<file path="src/rtl/win_scoreboard.sv">
// Per-player BCD win counter with seven-segment drive and a blinking match-over display.
// A rising edge on win_in adds one win; reaching TARGET freezes the score until clear.
module win_scoreboard #(
    parameter int unsigned NUM_DIGITS    = 2,
    parameter int unsigned TARGET        = 7,
    parameter bit          WRAP          = 1'b0,
    parameter bit          BLANK_LEADING = 1'b1,
    parameter int unsigned BLINK_DIV     = 25
) (
    input  logic                    clk,
    input  logic                    reset,
    input  logic                    win_in,
    input  logic                    clear,
    output logic [4*NUM_DIGITS-1:0] score,
    output logic [7*NUM_DIGITS-1:0] hex_out,
    output logic                    match_over
);

    localparam int unsigned SW = 4 * NUM_DIGITS;

    typedef enum logic {PLAY, OVER} state_t;

    function automatic logic [SW-1:0] to_bcd(input int unsigned v);
        logic [SW-1:0] r;
        int unsigned   x;
        r = '0;
        x = v;
        for (int unsigned k = 0; k < NUM_DIGITS; k++) begin
            r[4*k +: 4] = 4'(x % 10);
            x = x / 10;
        end
        return r;
    endfunction

    function automatic logic [6:0] seg(input logic [3:0] d);
        case (d)
            4'd0:    seg = 7'b1000000;
            4'd1:    seg = 7'b1111001;
            4'd2:    seg = 7'b0100100;
            4'd3:    seg = 7'b0110000;
            4'd4:    seg = 7'b0011001;
            4'd5:    seg = 7'b0010010;
            4'd6:    seg = 7'b0000010;
            4'd7:    seg = 7'b1111000;
            4'd8:    seg = 7'b0000000;
            4'd9:    seg = 7'b0010000;
            default: seg = 7'b1111111;
        endcase
    endfunction

    localparam logic [SW-1:0]        TARGET_BCD = to_bcd(TARGET);
    localparam logic [BLINK_DIV:0]   BLINK_ONE  = {{BLINK_DIV{1'b0}}, 1'b1};

    state_t          state;
    logic            win_q;
    logic            inc;
    logic            hit_target;
    logic [SW-1:0]   score_inc;
    // One extra bit so the MSB toggles every 2**BLINK_DIV cycles (the blink half-period).
    logic [BLINK_DIV:0] blink_cnt;

    assign inc = win_in & ~win_q;

    always_comb begin
        logic carry;
        score_inc = score;
        carry     = 1'b1;
        for (int unsigned k = 0; k < NUM_DIGITS; k++) begin
            if (carry) begin
                if (score[4*k +: 4] == 4'd9) begin
                    score_inc[4*k +: 4] = 4'd0;
                end else begin
                    score_inc[4*k +: 4] = score[4*k +: 4] + 4'd1;
                    carry = 1'b0;
                end
            end
        end
        // Overflow out of the top digit: saturating builds keep all-9s.
        if (carry && !WRAP) begin
            score_inc = score;
        end
    end

    assign hit_target = (TARGET != 0) && (score_inc == TARGET_BCD);

    always_ff @(posedge clk or posedge reset) begin
        if (reset) begin
            score      <= '0;
            win_q      <= 1'b0;
            state      <= PLAY;
            blink_cnt  <= '0;
            match_over <= 1'b0;
        end else begin
            win_q <= win_in;
            if (clear) begin
                score      <= '0;
                state      <= PLAY;
                blink_cnt  <= '0;
                match_over <= 1'b0;
            end else if (state == PLAY) begin
                blink_cnt <= '0;
                if (inc) begin
                    score <= score_inc;
                    if (hit_target) begin
                        state      <= OVER;
                        match_over <= 1'b1;
                    end
                end
            end else begin
                blink_cnt <= blink_cnt + BLINK_ONE;
            end
        end
    end

    always_comb begin
        logic        higher_nz;
        logic        blank_all;
        logic [3:0]  digit;
        int unsigned k;
        hex_out   = '1;
        higher_nz = 1'b0;
        blank_all = (state == OVER) && blink_cnt[BLINK_DIV];
        digit     = '0;
        k         = 0;
        // Walk from the most significant digit so leading-zero status is known per digit.
        for (int unsigned i = 0; i < NUM_DIGITS; i++) begin
            k         = NUM_DIGITS - 1 - i;
            digit     = score[4*k +: 4];
            higher_nz = higher_nz | (digit != 4'd0);
            if (blank_all || (BLANK_LEADING && (k != 0) && !higher_nz)) begin
                hex_out[7*k +: 7] = 7'b1111111;
            end else begin
                hex_out[7*k +: 7] = seg(digit);
            end
        end
    end

endmodule

</file>
<file path="config.mk">
export PLATFORM = sky130hd
export DESIGN_NAME = win_scoreboard
export DESIGN_NICKNAME = d
export VERILOG_FILES = /design/src/rtl/win_scoreboard.sv
export SDC_FILE = /design/constraint.sdc
export NUM_CORES = 1
export LEC_CHECK = 0
export ABC_AREA = 1
export CAP_MARGIN = 20
export CORE_ASPECT_RATIO = 1.25
export CORE_MARGIN = 2
export CORE_UTILIZATION = 35
export CTS_CLUSTER_SIZE = 14
export DETAILED_ROUTE_END_ITERATION = 8
export SLEW_MARGIN = 5
export SYNTH_ARGS = -nofsm -noshare
export SYNTH_HDL_FRONTEND = slang
export SYNTH_SLANG_ARGS = --single-unit
export TNS_END_PERCENT = 100
</file>
<file path="constraint.sdc">
create_clock -name clk -period 2.78 [get_ports clk]
set_input_delay 0.417 -clock clk [delete_from_list [all_inputs] [get_ports clk]]
set_output_delay 0.417 -clock clk [all_outputs]
set_load 0.005 [all_outputs]
</file>
==> flow_metrics.py <==
metrics = {
    "outcome": {
        "status": "complete, no violations",
    },
    "cells_and_area": {
        "finalCoreUtilization_pct": 42.69,
        "antenna_cells": 0,
        "finalNonFillerCells": 468,
        "nNetsFinal": 393,
        "layout-drive-gt1-share_pct": 7.937,
        "syn2layout_area_growth_pct": 19.60,
    },
    "pwr": {
        "p_int_uw": 901.6,
        "pwr-share-seq_pct": 46.8,
        "leakagePower_uw": 0.001233,
        "power.density_nw_per_um2": 405.9,
        "ir_drop_mv": 0.2941,
        "p_sw_uw": 285.3,
        "p_clk_share_pct": 41.8,
        "swShare_pct": 24.04,
        "power_frac_comb_pct": 11.3,
    },
    "synth": {
        "yosysTopAreaCell": "dfrtp_1",
        "synth_top_cell_area_share_pct": 37.87,
        "ys_ff_latch": 37,
        "ys_async_sr_fraction_pct": 100.0,
        "yosys.area_share.simple_pct": 35.11,
        "yosysUniqueCellTypes": 31,
        "syn_avg_cell_area_um2": 7.046,
        "synth_edf_count": 0,
        "synthTopCellsByArea": "dfrtp_1, nand2_1, nor2_1, ha_1, inv_1",
        "synth_adder_area_share_pct": 6.141,
        "synth_compound_area_share_pct": 12.69,
        "synth_mux_area_share_pct": 0,
        "synth-seq-area-share_pct": 37.87,
        "synth_xor_xnor_area_share_pct": 0.3582,
        "synth-main-ff-cell": "dfrtp_1",
        "synth_top_family_by_area": "simple AND/OR/NAND/NOR gates",
        "syn_inst": 347,
        "yosys_warnings": 0,
        "synth_fp_nets": 363,
        "netlist_area_um2": 2445,
    },
    "timing": {
        "period_share_pct": 90.67,
        "finalSetupViolCount": 0,
        "hold_violations": 0,
        "tns_ns": 0,
        "worst_pin_slew_ns": 0.4826,
        "fin_crit_ns": 2.521,
        "slew_headroom_pct": 67.82,
        "maxSlewViolCount": 0,
        "final.setup_skew_ns": 0.006881,
        "rsz0062_at_grt": "no",
        "fmax_ghz": 0.3967,
    },
    "drt": {
        "ant_nets": 0,
        "dr.pass1.iters": 4,
        "wl_per_cell_um": 13.13,
        "wirelength_um": 6143,
        "drcViolationCount": 0,
        "vias": 2296,
        "drtIter0Drc": 84,
        "via_per_inst": 4.906,
    },
    "placement": {
        "placed_cells_incl_taps": 460,
        "dpl.hpwl_um": 4572,
        "io_buffers": 26,
        "routabilityCongestion": 0.9002,
    },
    "clock_network": {
        "numCtsBuffers": 5,
        "h-tree-depth": 2,
        "path_clk_slew_ns": 0.08,
        "post_cts_resized": 0,
        "cts_tree": "built",
        "cts.sink_count": 37,
        "clock_path_buffers": 2,
        "clk_latency_ns": 0.29,
        "hold_buffers": 0,
        "root_buffer": "clkbuf_8",
        "postCtsSetupBuffers": 0,
    },
    "critical_path": {
        "critPathLaunchType": "flip-flop",
        "crit_path_end_kind": "primary output",
        "crit_type": "flip-flop to primary output",
        "arrival_ns": 2.10,
        "slowest_stage": "dfrtp_1",
        "crit_path_max_fanout": 7,
        "worstPathRequired_ns": 2.36,
        "slowest_delay_ns": 0.46,
        "crit_chain": "inv_1, ha_1, a31oi_1, o21a_2, o21ai_0, clkdlybuf4s50_1",
    },
    "job": {
        "maxCapViolations": 0,
    },
    "floorplanning": {
        "core_region_area_um2": 6849,
        "die-area_um2": 7674,
        "io_pins": 27,
        "die_h_um": 97.45,
        "initial_core_util_pct": 35.70,
        "fp-row-count": 34,
        "die_w_um": 78.76,
    },
    "global_route": {
        "grt_pass1_wl_um": 10650,
        "track_usage_pct": 17.43,
        "grt_max_degree": 38,
        "overflow": 0,
        "grt_pass1_vias": 2324,
        "antenna_found_initial": 0,
    },
    "hold_path": {
        "hold_path.class": "flip-flop to flip-flop",
    },
}
[cell type report]
| type | instances | area (um2) |
|---|---|---|
| clock buffers | 6 | 82.58 |
| clock inverters | 2 | 37.54 |
| fillers | 746 | 3925 |
| inverters | 42 | 161.4 |
| multi-input cells | 263 | 1329 |
| flip-flops and latches | 37 | 925.9 |
| well taps | 90 | 112.6 |
| repair buffers | 28 | 275.3 |
[layer usage]
| metal | wire [um] | part of all wire (%) | vias to the layer above | global-route usage, % |
|---|---|---|---|---|
| met1 | 2708 | 44 | 1037 | 21.63 |
| met3 | 217 | 3.5 | 14 | 3.532 |
| met5 | 0 | 0 | - | 0 |
| met2 | 3015 | 49 | 52 | 29.26 |
| li1 | - | - | 1193 | - |
| met4 | 201 | 3.3 | 0 | 7.018 |
[Yosys cell counts (2+ instances only)]
cell      number
a31oi_1        3
inv_2          4
a21oi_1       20
or2_2          2
o21a_1         3
nor2_2         3
nand3_2        2
inv_1         36
nand4_1        7
nand3b_1       3
o22ai_1        4
buf_4          2
o21ai_0       23
nor2_4         3
nand3_1       27
ha_1          12
nand2_1       87
nor2_1        51
dfrtp_1       37
buf_2          3
nor3_1         5
[kinds of logic after synthesis]
| kind of cell | after synthesis |
|---|---|
| simple gates | 193 |
| compound gates | 57 |
| buf+inv | 47 |
| flops | 37 |
| fa+ha+maj | 12 |
| xor+xnor | 1 |
[state kept, by name, indices dropped and copies added (netlist names)]
register    cells
win_q           1
match_over      1
score           8
state           1
blink_cnt      26
[layout by cell type, fill, tap and decap left out, types with 2 or more instances in the layout]
| cell | instances |
|---|---|
| nand4_1 | 7 |
| a31oi_1 | 3 |
| nor3_1 | 5 |
| a21oi_1 | 20 |
| o22ai_1 | 4 |
| o21ai_0 | 23 |
| dfrtp_1 | 37 |
| nor2_1 | 51 |
| nand2_1 | 87 |
| ha_1 | 12 |
| nor2_4 | 3 |
| clkbuf_8 | 6 |
| or2_2 | 2 |
| nor2_2 | 3 |
| inv_1 | 36 |
| clkdlybuf4s50_1 | 26 |
| nand3b_1 | 3 |
| inv_2 | 4 |
| nand3_2 | 2 |
| o21a_1 | 2 |
| nand3_1 | 27 |
| buf_4 | 2 |
[worst paths after layout]
path	to	from	slack [ns]	cells after the start
worst min-delay path	blink_cnt[0]$_DFF_PP0_	blink_cnt[0]$_DFF_PP0_	0.46	1
min in group asynchronous	win_q$_DFF_PP0_	reset	0.53	3
worst max register to register	match_over$_DFFE_PP0P_	score[1]$_DFFE_PP0P_	0.98	10
worst min register to register	blink_cnt[0]$_DFF_PP0_	blink_cnt[0]$_DFF_PP0_	0.46	1
max in group asynchronous	blink_cnt[12]$_DFF_PP0_	reset	1.90	3
worst max-delay path	hex_out[7]	score[4]$_DFFE_PP0P_	0.26	6
[power groups by stage]
stage	combinational, uW	sequential (uW)	clock, uW
floorplan	72.1	562	0
detailed placement	135	567	0
CTS	136	556	507
finish	134	556	496
global placement	135	567	0
global route	153	558	529
[through the flow]
step / area (um2) / setup WS [ns] / total power (uW) / hold WS (ns)
2_1_floorplan: 2445 / 1.095 / 633.6 / 0.4329
3_3_place_gp: 2803 / 0.5802 / 701.9 / 0.4454
3_5_place_dp: 2803 / 0.5344 / 701.8 / 0.4537
4_1_cts: 2923 / 0.1993 / 1200 / 0.4691
5_1_grt: 2924 / 0.06155 / 1240 / 0.5032
6_report: 2924 / 0.2595 / 1187 / 0.4631
[worst max-delay path, delay by kind of cell (launching register included)]
| family | cells | cell delay (ns) |
|---|---|---|
| adders and majority gates | 1 | 0.24 |
| AOI/OAI and AO/OA | 3 | 0.51 |
| DFF | 1 | 0.46 |
| buffers and inverters | 2 | 0.60 |
(Power assumes the default switching activity.)
